## config.mk

```make
export PLATFORM = sky130hd
export DESIGN_NAME = mem_load_reader_flat
export DESIGN_NICKNAME = d
export VERILOG_FILES = /design/src/rtl/mem_load_reader_if.sv /design/src/rtl/mem_load_reader.sv /design/src/flat_wrapper.sv
export SDC_FILE = /design/constraint.sdc
export NUM_CORES = 1
export LEC_CHECK = 0
export CAP_MARGIN = 10
export CORE_MARGIN = 5
export CORE_UTILIZATION = 48
export DETAILED_ROUTE_END_ITERATION = 10
export PLACE_DENSITY_LB_ADDON = 0.3
export SYNTH_ARGS = -nofsm -noshare
export SYNTH_HDL_FRONTEND = slang
export SYNTH_SLANG_ARGS = --single-unit
```

## constraint.sdc

```tcl
create_clock -name clk -period 2.3 [get_ports clk]
set_input_delay 0.69 -clock clk [delete_from_list [all_inputs] [get_ports clk]]
set_output_delay 0.69 -clock clk [all_outputs]
set_load 0.02 [all_outputs]
```

## src/rtl/mem_load_reader_if.sv

```systemverilog
// Load-request and byte-memory handshake bundle for the 16-bit load reader.
// The master side is the CPU load stage plus the memory; the slave side is the reader.
interface mem_load_reader_if #(
    parameter int ADDR_W = 16
);
    logic              ld_req;
    logic [ADDR_W-1:0] ld_addr;
    logic              ld_busy;
    logic              ld_valid;
    logic [15:0]       ld_data;
    logic              ld_err;
    logic              mem_req;
    logic [ADDR_W-1:0] mem_addr;
    logic              mem_ack;
    logic [7:0]        mem_rdata;

    modport master (
        output ld_req, ld_addr, mem_ack, mem_rdata,
        input  ld_busy, ld_valid, ld_data, ld_err, mem_req, mem_addr
    );

    modport slave (
        input  ld_req, ld_addr, mem_ack, mem_rdata,
        output ld_busy, ld_valid, ld_data, ld_err, mem_req, mem_addr
    );
endinterface

```

## src/rtl/mem_load_reader.sv

```systemverilog
// Load engine: fetches a little-endian 16-bit word as two byte reads over a
// req/ack memory handshake, with an optional per-byte ack timeout.
module mem_load_reader #(
    parameter int ADDR_W  = 16,
    parameter int TIMEOUT = 15
) (
    input  logic               clk,
    input  logic               rst,
    mem_load_reader_if.slave   bus
);

    typedef enum logic [1:0] {IDLE, RD_LO, RD_HI, DONE} state_t;

    // Width 1 when the timeout is disabled so the counter never collapses to zero bits.
    localparam int CNT_W = (TIMEOUT > 0) ? $clog2(TIMEOUT + 1) : 1;
    // The byte gives up on the cycle in which the counter would reach TIMEOUT.
    localparam logic [CNT_W-1:0] CNT_LAST = (TIMEOUT > 0) ? CNT_W'(TIMEOUT - 1) : '0;

    state_t            state_reg;
    state_t            state_next;
    logic [CNT_W-1:0]  cnt_reg;
    logic [ADDR_W-1:0] addr_reg;
    logic [7:0]        lo_reg;
    logic [15:0]       data_reg;
    logic              err_reg;
    logic              timeout_hit;

    assign timeout_hit = (TIMEOUT > 0) && (cnt_reg == CNT_LAST);

    // State register; reset abandons any load in flight.
    always_ff @(posedge clk or posedge rst) begin
        if (rst) begin
            state_reg <= IDLE;
        end else begin
            state_reg <= state_next;
        end
    end

    // Next-state: ack always wins over a timeout in the same cycle.
    always_comb begin
        state_next = state_reg;
        case (state_reg)
            IDLE:    if (bus.ld_req) state_next = RD_LO;
            RD_LO: begin
                if (bus.mem_ack)     state_next = RD_HI;
                else if (timeout_hit) state_next = DONE;
            end
            RD_HI: begin
                if (bus.mem_ack || timeout_hit) state_next = DONE;
            end
            DONE:    state_next = IDLE;
            default: state_next = IDLE;
        endcase
    end

    // Moore outputs decoded from state; mem_req therefore drops with an async reset.
    always_comb begin
        bus.ld_busy  = (state_reg != IDLE);
        bus.mem_req  = (state_reg == RD_LO) || (state_reg == RD_HI);
        bus.ld_valid = (state_reg == DONE);
    end

    // Datapath: byte address, wait counter, low byte and the held result.
    always_ff @(posedge clk or posedge rst) begin
        if (rst) begin
            cnt_reg  <= '0;
            addr_reg <= '0;
            lo_reg   <= 8'h00;
            data_reg <= 16'h0000;
            err_reg  <= 1'b0;
        end else begin
            case (state_reg)
                IDLE: begin
                    if (bus.ld_req) begin
                        addr_reg <= bus.ld_addr;
                        cnt_reg  <= '0;
                    end
                end
                RD_LO: begin
                    if (bus.mem_ack) begin
                        lo_reg   <= bus.mem_rdata;
                        addr_reg <= addr_reg + ADDR_W'(1);
                        cnt_reg  <= '0;
                    end else if (timeout_hit) begin
                        data_reg <= 16'h0000;
                        err_reg  <= 1'b1;
                        cnt_reg  <= '0;
                    end else begin
                        cnt_reg  <= cnt_reg + CNT_W'(1);
                    end
                end
                RD_HI: begin
                    if (bus.mem_ack) begin
                        data_reg <= {bus.mem_rdata, lo_reg};
                        err_reg  <= 1'b0;
                        cnt_reg  <= '0;
                    end else if (timeout_hit) begin
                        data_reg <= 16'h0000;
                        err_reg  <= 1'b1;
                        cnt_reg  <= '0;
                    end else begin
                        cnt_reg  <= cnt_reg + CNT_W'(1);
                    end
                end
                default: ;
            endcase
        end
    end

    assign bus.mem_addr = addr_reg;
    assign bus.ld_data  = data_reg;
    assign bus.ld_err   = err_reg;

endmodule

```

## src/flat_wrapper.sv

```systemverilog
// flat-port wrapper written by rule: the top's interface ports become plain ports
module mem_load_reader_flat 
#(
    parameter int ADDR_W  = 16,
    parameter int TIMEOUT = 15
)
  (clk, rst, bus_ld_req, bus_ld_addr, bus_mem_ack, bus_mem_rdata, bus_ld_busy, bus_ld_valid, bus_ld_data, bus_ld_err, bus_mem_req, bus_mem_addr);
  mem_load_reader_if #(.ADDR_W(ADDR_W)) bus_i ();
  input  logic clk;
  input  logic rst;
  input wire logic [$bits(bus_i.ld_req)-1:0] bus_ld_req;
  input wire logic [$bits(bus_i.ld_addr)-1:0] bus_ld_addr;
  input wire logic [$bits(bus_i.mem_ack)-1:0] bus_mem_ack;
  input wire logic [$bits(bus_i.mem_rdata)-1:0] bus_mem_rdata;
  output wire logic [$bits(bus_i.ld_busy)-1:0] bus_ld_busy;
  output wire logic [$bits(bus_i.ld_valid)-1:0] bus_ld_valid;
  output wire logic [$bits(bus_i.ld_data)-1:0] bus_ld_data;
  output wire logic [$bits(bus_i.ld_err)-1:0] bus_ld_err;
  output wire logic [$bits(bus_i.mem_req)-1:0] bus_mem_req;
  output wire logic [$bits(bus_i.mem_addr)-1:0] bus_mem_addr;
  assign bus_i.ld_req = bus_ld_req;
  assign bus_i.ld_addr = bus_ld_addr;
  assign bus_i.mem_ack = bus_mem_ack;
  assign bus_i.mem_rdata = bus_mem_rdata;
  assign bus_ld_busy = bus_i.ld_busy;
  assign bus_ld_valid = bus_i.ld_valid;
  assign bus_ld_data = bus_i.ld_data;
  assign bus_ld_err = bus_i.ld_err;
  assign bus_mem_req = bus_i.mem_req;
  assign bus_mem_addr = bus_i.mem_addr;
  mem_load_reader #(.ADDR_W(ADDR_W), .TIMEOUT(TIMEOUT)) u_core (.clk(clk), .rst(rst), .bus(bus_i));
endmodule
```

# Word-level counts from Yosys, hierarchy flattened
# Cells that the tools add are included.
# classes
bitwise_logic	0
n_mux	20
div_mod_pow	0
n_mul	0
shift	0
n_addsub	2
eq_ne	9
n_reduce_logical	13
magnitude_cmp	0
# op_table
cell	n
16-bit two-way mux	5
16-bit one-hot mux with 2 select lines	2
16-bit by 1-bit adder with 16-bit output (second input constant)	1
4-bit two-way mux	3
2-bit two-way mux	4
2-bit one-hot mux with 4 select lines	1
4-bit one-hot mux with 2 select lines	1
2-bit nonzero test	4
2-bit inequality test (second input constant)	3
2-bit AND reduction	3
3-bit AND reduction	2
4-bit by 1-bit adder with 4-bit output (second input constant)	1
2-bit == test (second input constant)	2
4-bit == test (second input constant)	1
1-bit two-way mux	3
3-bit by 2-bit inequality test with 1-bit output (second input constant)	1
2-bit by 1-bit == test with 1-bit output (second input constant)	1
2-bit zero test	1
1-bit logical OR	2
2-bit by 1-bit inequality test with 1-bit output (second input constant)	1
1-bit one-hot mux with 2 select lines	1
2-bit OR reduction	1
# totals
romBits	0
register_bits	47
mem_bits_rw	0
word_cells	50
in_bits	28
latch_bits	0
n_memories	0

# Longest topological paths before layout
# logic_depth
word_depth	4
depth_mapped	9
ltp_nobuf	6

# Worst setup path after synthesis
# OpenSTA, ideal clock, no wires.
# synth_timing
path_type	reg2reg
startpoint	register u_core.state_reg[1]
endpoint	register u_core.addr_reg[14], in the netlist u_core.bus.mem_addr[14]
required_time_ps	2176
setup_ps	124
path_stages_with_launch	9
arrival_ps	1708
period_less_slack_ps	1832
setup_slack_ps	468
path_buffers	2
path_cell_list	dfrtp_1 > inv_1 > ha_1 > buf_6 > mux2_4 > and2_4 > buf_6 > and3_4 > a211o_1
# synth_via
elab_chain_cells	3
elab_cells_between_ends	7
# synth_lines
element	line_no	source
start: declaration	mem_load_reader.sv:19	state_t state_reg;
start signal: assignment	mem_load_reader.sv:35	state_reg <= state_next;
2-bit by 1-bit == test with 1-bit output / 2-bit zero test (equally long branches)	mem_load_reader.sv:72	case (state_reg)
2-bit inequality test (no line) / 2-bit nonzero test (equally long branches)	-	
3-bit AND reduction (no line)	-	
end signal: assignment	mem_load_reader.sv:75	addr_reg <= bus.ld_addr;
end signal: assignment	mem_load_reader.sv:82	addr_reg <= addr_reg + ADDR_W'(1);
end: declaration	mem_load_reader.sv:22	logic [ADDR_W-1:0] addr_reg;
# Parallel ways exist; a longest one is shown, timed or not.
# A chain may end at the register's enable or synchronous reset.

# Final worst setup path
# layout_timing
startpoint	register u_core.state_reg[0]
endpoint	output bus_ld_valid
# layout_via
elab_chain_cells	1
# layout_lines
element	line_no	source
2-bit == test	mem_load_reader.sv:60	bus.ld_valid = (state_reg == DONE);
end: declaration	flat_wrapper.sv:16	output wire logic [$bits(bus_i.ld_valid)-1:0] bus_ld_valid;
# No other way between the ends.

==> metrics.md <==
| Metric | Value |
|---|---|
| Final WS setup | 0.09770 ns |
| Yosys reg bits | 47 |
| WL final | 6.393 mm |
| Critical Path Source | u_core.state_reg[0] |
| Netlist cell types | slightly above 50 |
| Initial DRC count | 103 |
| Status | completed |
| Yosys top cell area share | 0.4440 |
| Final hold slack | 0.5169 ns |
| Io pins | 64 |
| CTS Root Cell | clkbuf_8 |
| Clock buffer depth | 2 |
| Post-synthesis compound-gate area fraction | 0.2338 |
| Placed Area | 0.003398 mm^2 |
| DR WL/cell | roughly 16 um |
| Dpl hpwl | approximately 4.5 mm |
| Post-synth EDFFs | 0 |
| Via density | 5.776 |
| Initial core utilization | 0.4870 |
| Synth warn | 0 |
| CTS tree | done |
| Area contributors post-synth | dfrtp_1 44%, a22o_1 11%, mux2_2 3.8% |
| HP Start | u_core.lo_reg[4] |
| Final nets | 360 |
| Clock Pin Slew Worst Setup and Hold Paths | about 0.1 ns |
| Crit path max fanout | 4 |
| CP max stage delay | ~0.60 ns |
| Worst-skew pair later-pin latency | roughly 0.31 ns |
| Top delay family on crit path | buffers and inverters |
| Non-Filler Instances | approximately 400 |
| Largest net degree at the start of global routing | 23 |
| Leading area contributor after synthesis | dfrtp_1 |
| Overall global routing resource usage | 0.1863 |
| RSZ-0062 raised after global routing | no |
| CTS Buf Count | 5 |
| Most frequently used flop master after synthesis | dfrtp_1 |
| Drt drc | 0 |
| Setup violators final | 0 |
| Syn Std Cell Area | 0.002649 mm^2 |
| Final Hold Fails | 0 |
| Crit path launch type | flip-flop |
| Setup TNS | 0 ns |
| Slew margin rel. | 0.5467 |
| Initial antenna violation count | 0 |
| Max-Cap Viols | 0 |
| Async set-or-reset flop fraction in the synthesized netlist | 1.000 |
| Die height | 84.29 um |
| Post-synthesis adder-cell area fraction | 0.03779 |
| Most common cell after layout, fill and taps aside | clkdlybuf4s50_1 |
| CP endpoint kind | primary output |
| Commonest cells after routing, fill and taps aside | 61 x clkdlybuf4s50_1, 47 x dfrtp_1, 32 x a22o_1, 18 x a21oi_1, 17 x nand2_1 |
| Placed Cells | about 390 |
| Final instance area | 0.003507 mm^2 |
| Synth Area in XOR/XNOR | 0 |
| # clock sinks | 47 |
| Multiplexer share of the synthesized area | 0.07794 |
| Fin crit period | between 2 and 2.5 ns |
| Row cnt | 27 |
| Power Dens Cells | 1448 mW/mm^2 |
| Slowest CP cell | clkdlybuf4s50_1 |
| ANT nets after route | 0 |
| Register area share after synthesis | 0.4440 |
| Number of global-route vias before repair | 2,258 |
| Synth Instances | 257 |
| Hold Path Class | flip-flop to flip-flop |
| CP required | 1.61 ns |
| CP Class | flip-flop to primary output |
| Simple-gate share of the synthesized area | 0.1578 |
| Reg-to-Reg Start | u_core.state_reg[1] |
| GP Congestion | between 0.7 and 0.8 |
| Leakage | around 1.5 nW |
| Period utilization | 0.9575 |
| Core ar. | between 0.005 and 0.006 mm^2 |
| DIE AREA | 0.007104 mm^2 |
| Global route overflow | 0 |
| Die width | 84.29 um |
| Largest family of logic cells by synthesized area | compound AO/OA/AOI/OAI gates |
| Pre-CTS setup slack | 0.06715 ns |
| Post-Syn Nets | 293 |
| H-tree depth | 2 |
| Final Slew Violations | 0 |
| CP arrival | 1.51 ns |
| Worst VDD drop | 737.4 uV |
| First-pass GRT wire length | 11.01 mm |
| Maximum clock rate | 454.1 MHz |
| Layout Area Growth over Synthesis | 32.40% |
| Crit path buf inv count | 1 |
| Least-Margin Pin Slew | 0.6769 ns |
| Crit-path cells | ha_1 -> clkdlybuf4s50_1 |
| # diodes | 0 |
| I/O Buffers | 63 |
| Share of cells above drive strength 1 | 0.1446 |
| DR pass1 iterations | 4 |
| Vias | 2,293 |
| Post-Syn Area per Cell | slightly above 10 um^2 |
| Worst Skew | 0.009136 ns |
[worst paths after layout]
kind                                           endpoint  cells past startpoint  slack (ns)
worst min-delay path                   u_core.lo_reg[4]                      1        0.52
max in group asynchronous        u_core.bus.mem_addr[3]                      3        1.08
worst max register to register  u_core.bus.mem_addr[14]                      7        0.27
min in group asynchronous        u_core.bus.mem_addr[6]                      2        0.68
worst max-delay path                       bus_ld_valid                      2         0.1
worst min register to register         u_core.lo_reg[4]                      1        0.52
[final cells by class]
cell class,count,area (um^2)
well taps,72,90.09
clock buffers,6,82.58
repair buffers,77,745.7
flip-flops and latches,47,1176
inverters,10,37.54
multi-input cells,183,1359
clock inverters,2,16.27
fillers,449,1932
[through the flow]
step,power [mW],util
finish,5.080,0.6448
global placement,4.473,0.6248
floorplan,3.511,-
global route,5.481,0.6448
CTS,5.093,0.6425
detailed placement,4.559,0.6248
[synthesized netlist by cell type (2+ instances only)]
cell,number
and4_1,3
nand2_1,17
o21a_1,2
or4_1,2
mux2_2,9
nor2_1,9
nor4_1,3
o21ai_0,13
ha_1,8
a31oi_1,2
inv_1,10
a22o_1,32
buf_2,7
nor3_1,5
o32ai_1,5
nand3_1,12
clkbuf_1,6
nand4_1,2
mux2i_1,9
dfrtp_1,47
o22ai_1,4
nor3b_1,2
a21oi_1,18
nor2b_1,2
buf_6,2
[routing by layer]
layer,routed length [um],vias to the layer above,GRT usage
met3,438,7,0.04907
met2,3031,71,0.3056
met5,0,-,0
li1,-,1110,-
met1,2863,1105,0.2469
met4,59,0,0.04386
[cells by family after synthesis]
family,count (synthesis)
simple gates,70
buf+inv,27
fa+ha+maj,8
mux,19
flops,47
compound gates,86
[power by group]
part | total [mW] | switching [mW] | internal (mW)
Sequential | 1.61 | 0.411 | 1.20
Combinational | 2.93 | 1.52 | 1.40
Clock | 0.542 | 0.296 | 0.246
[repair_timing]
action,4_1_cts,5_1_grt
hold buffers,0,0
setup buffers,0,0
resized for setup,2,2
endpoints found under the setup margin,2,17
pin swaps,0,0
(Power assumes the default switching activity.)
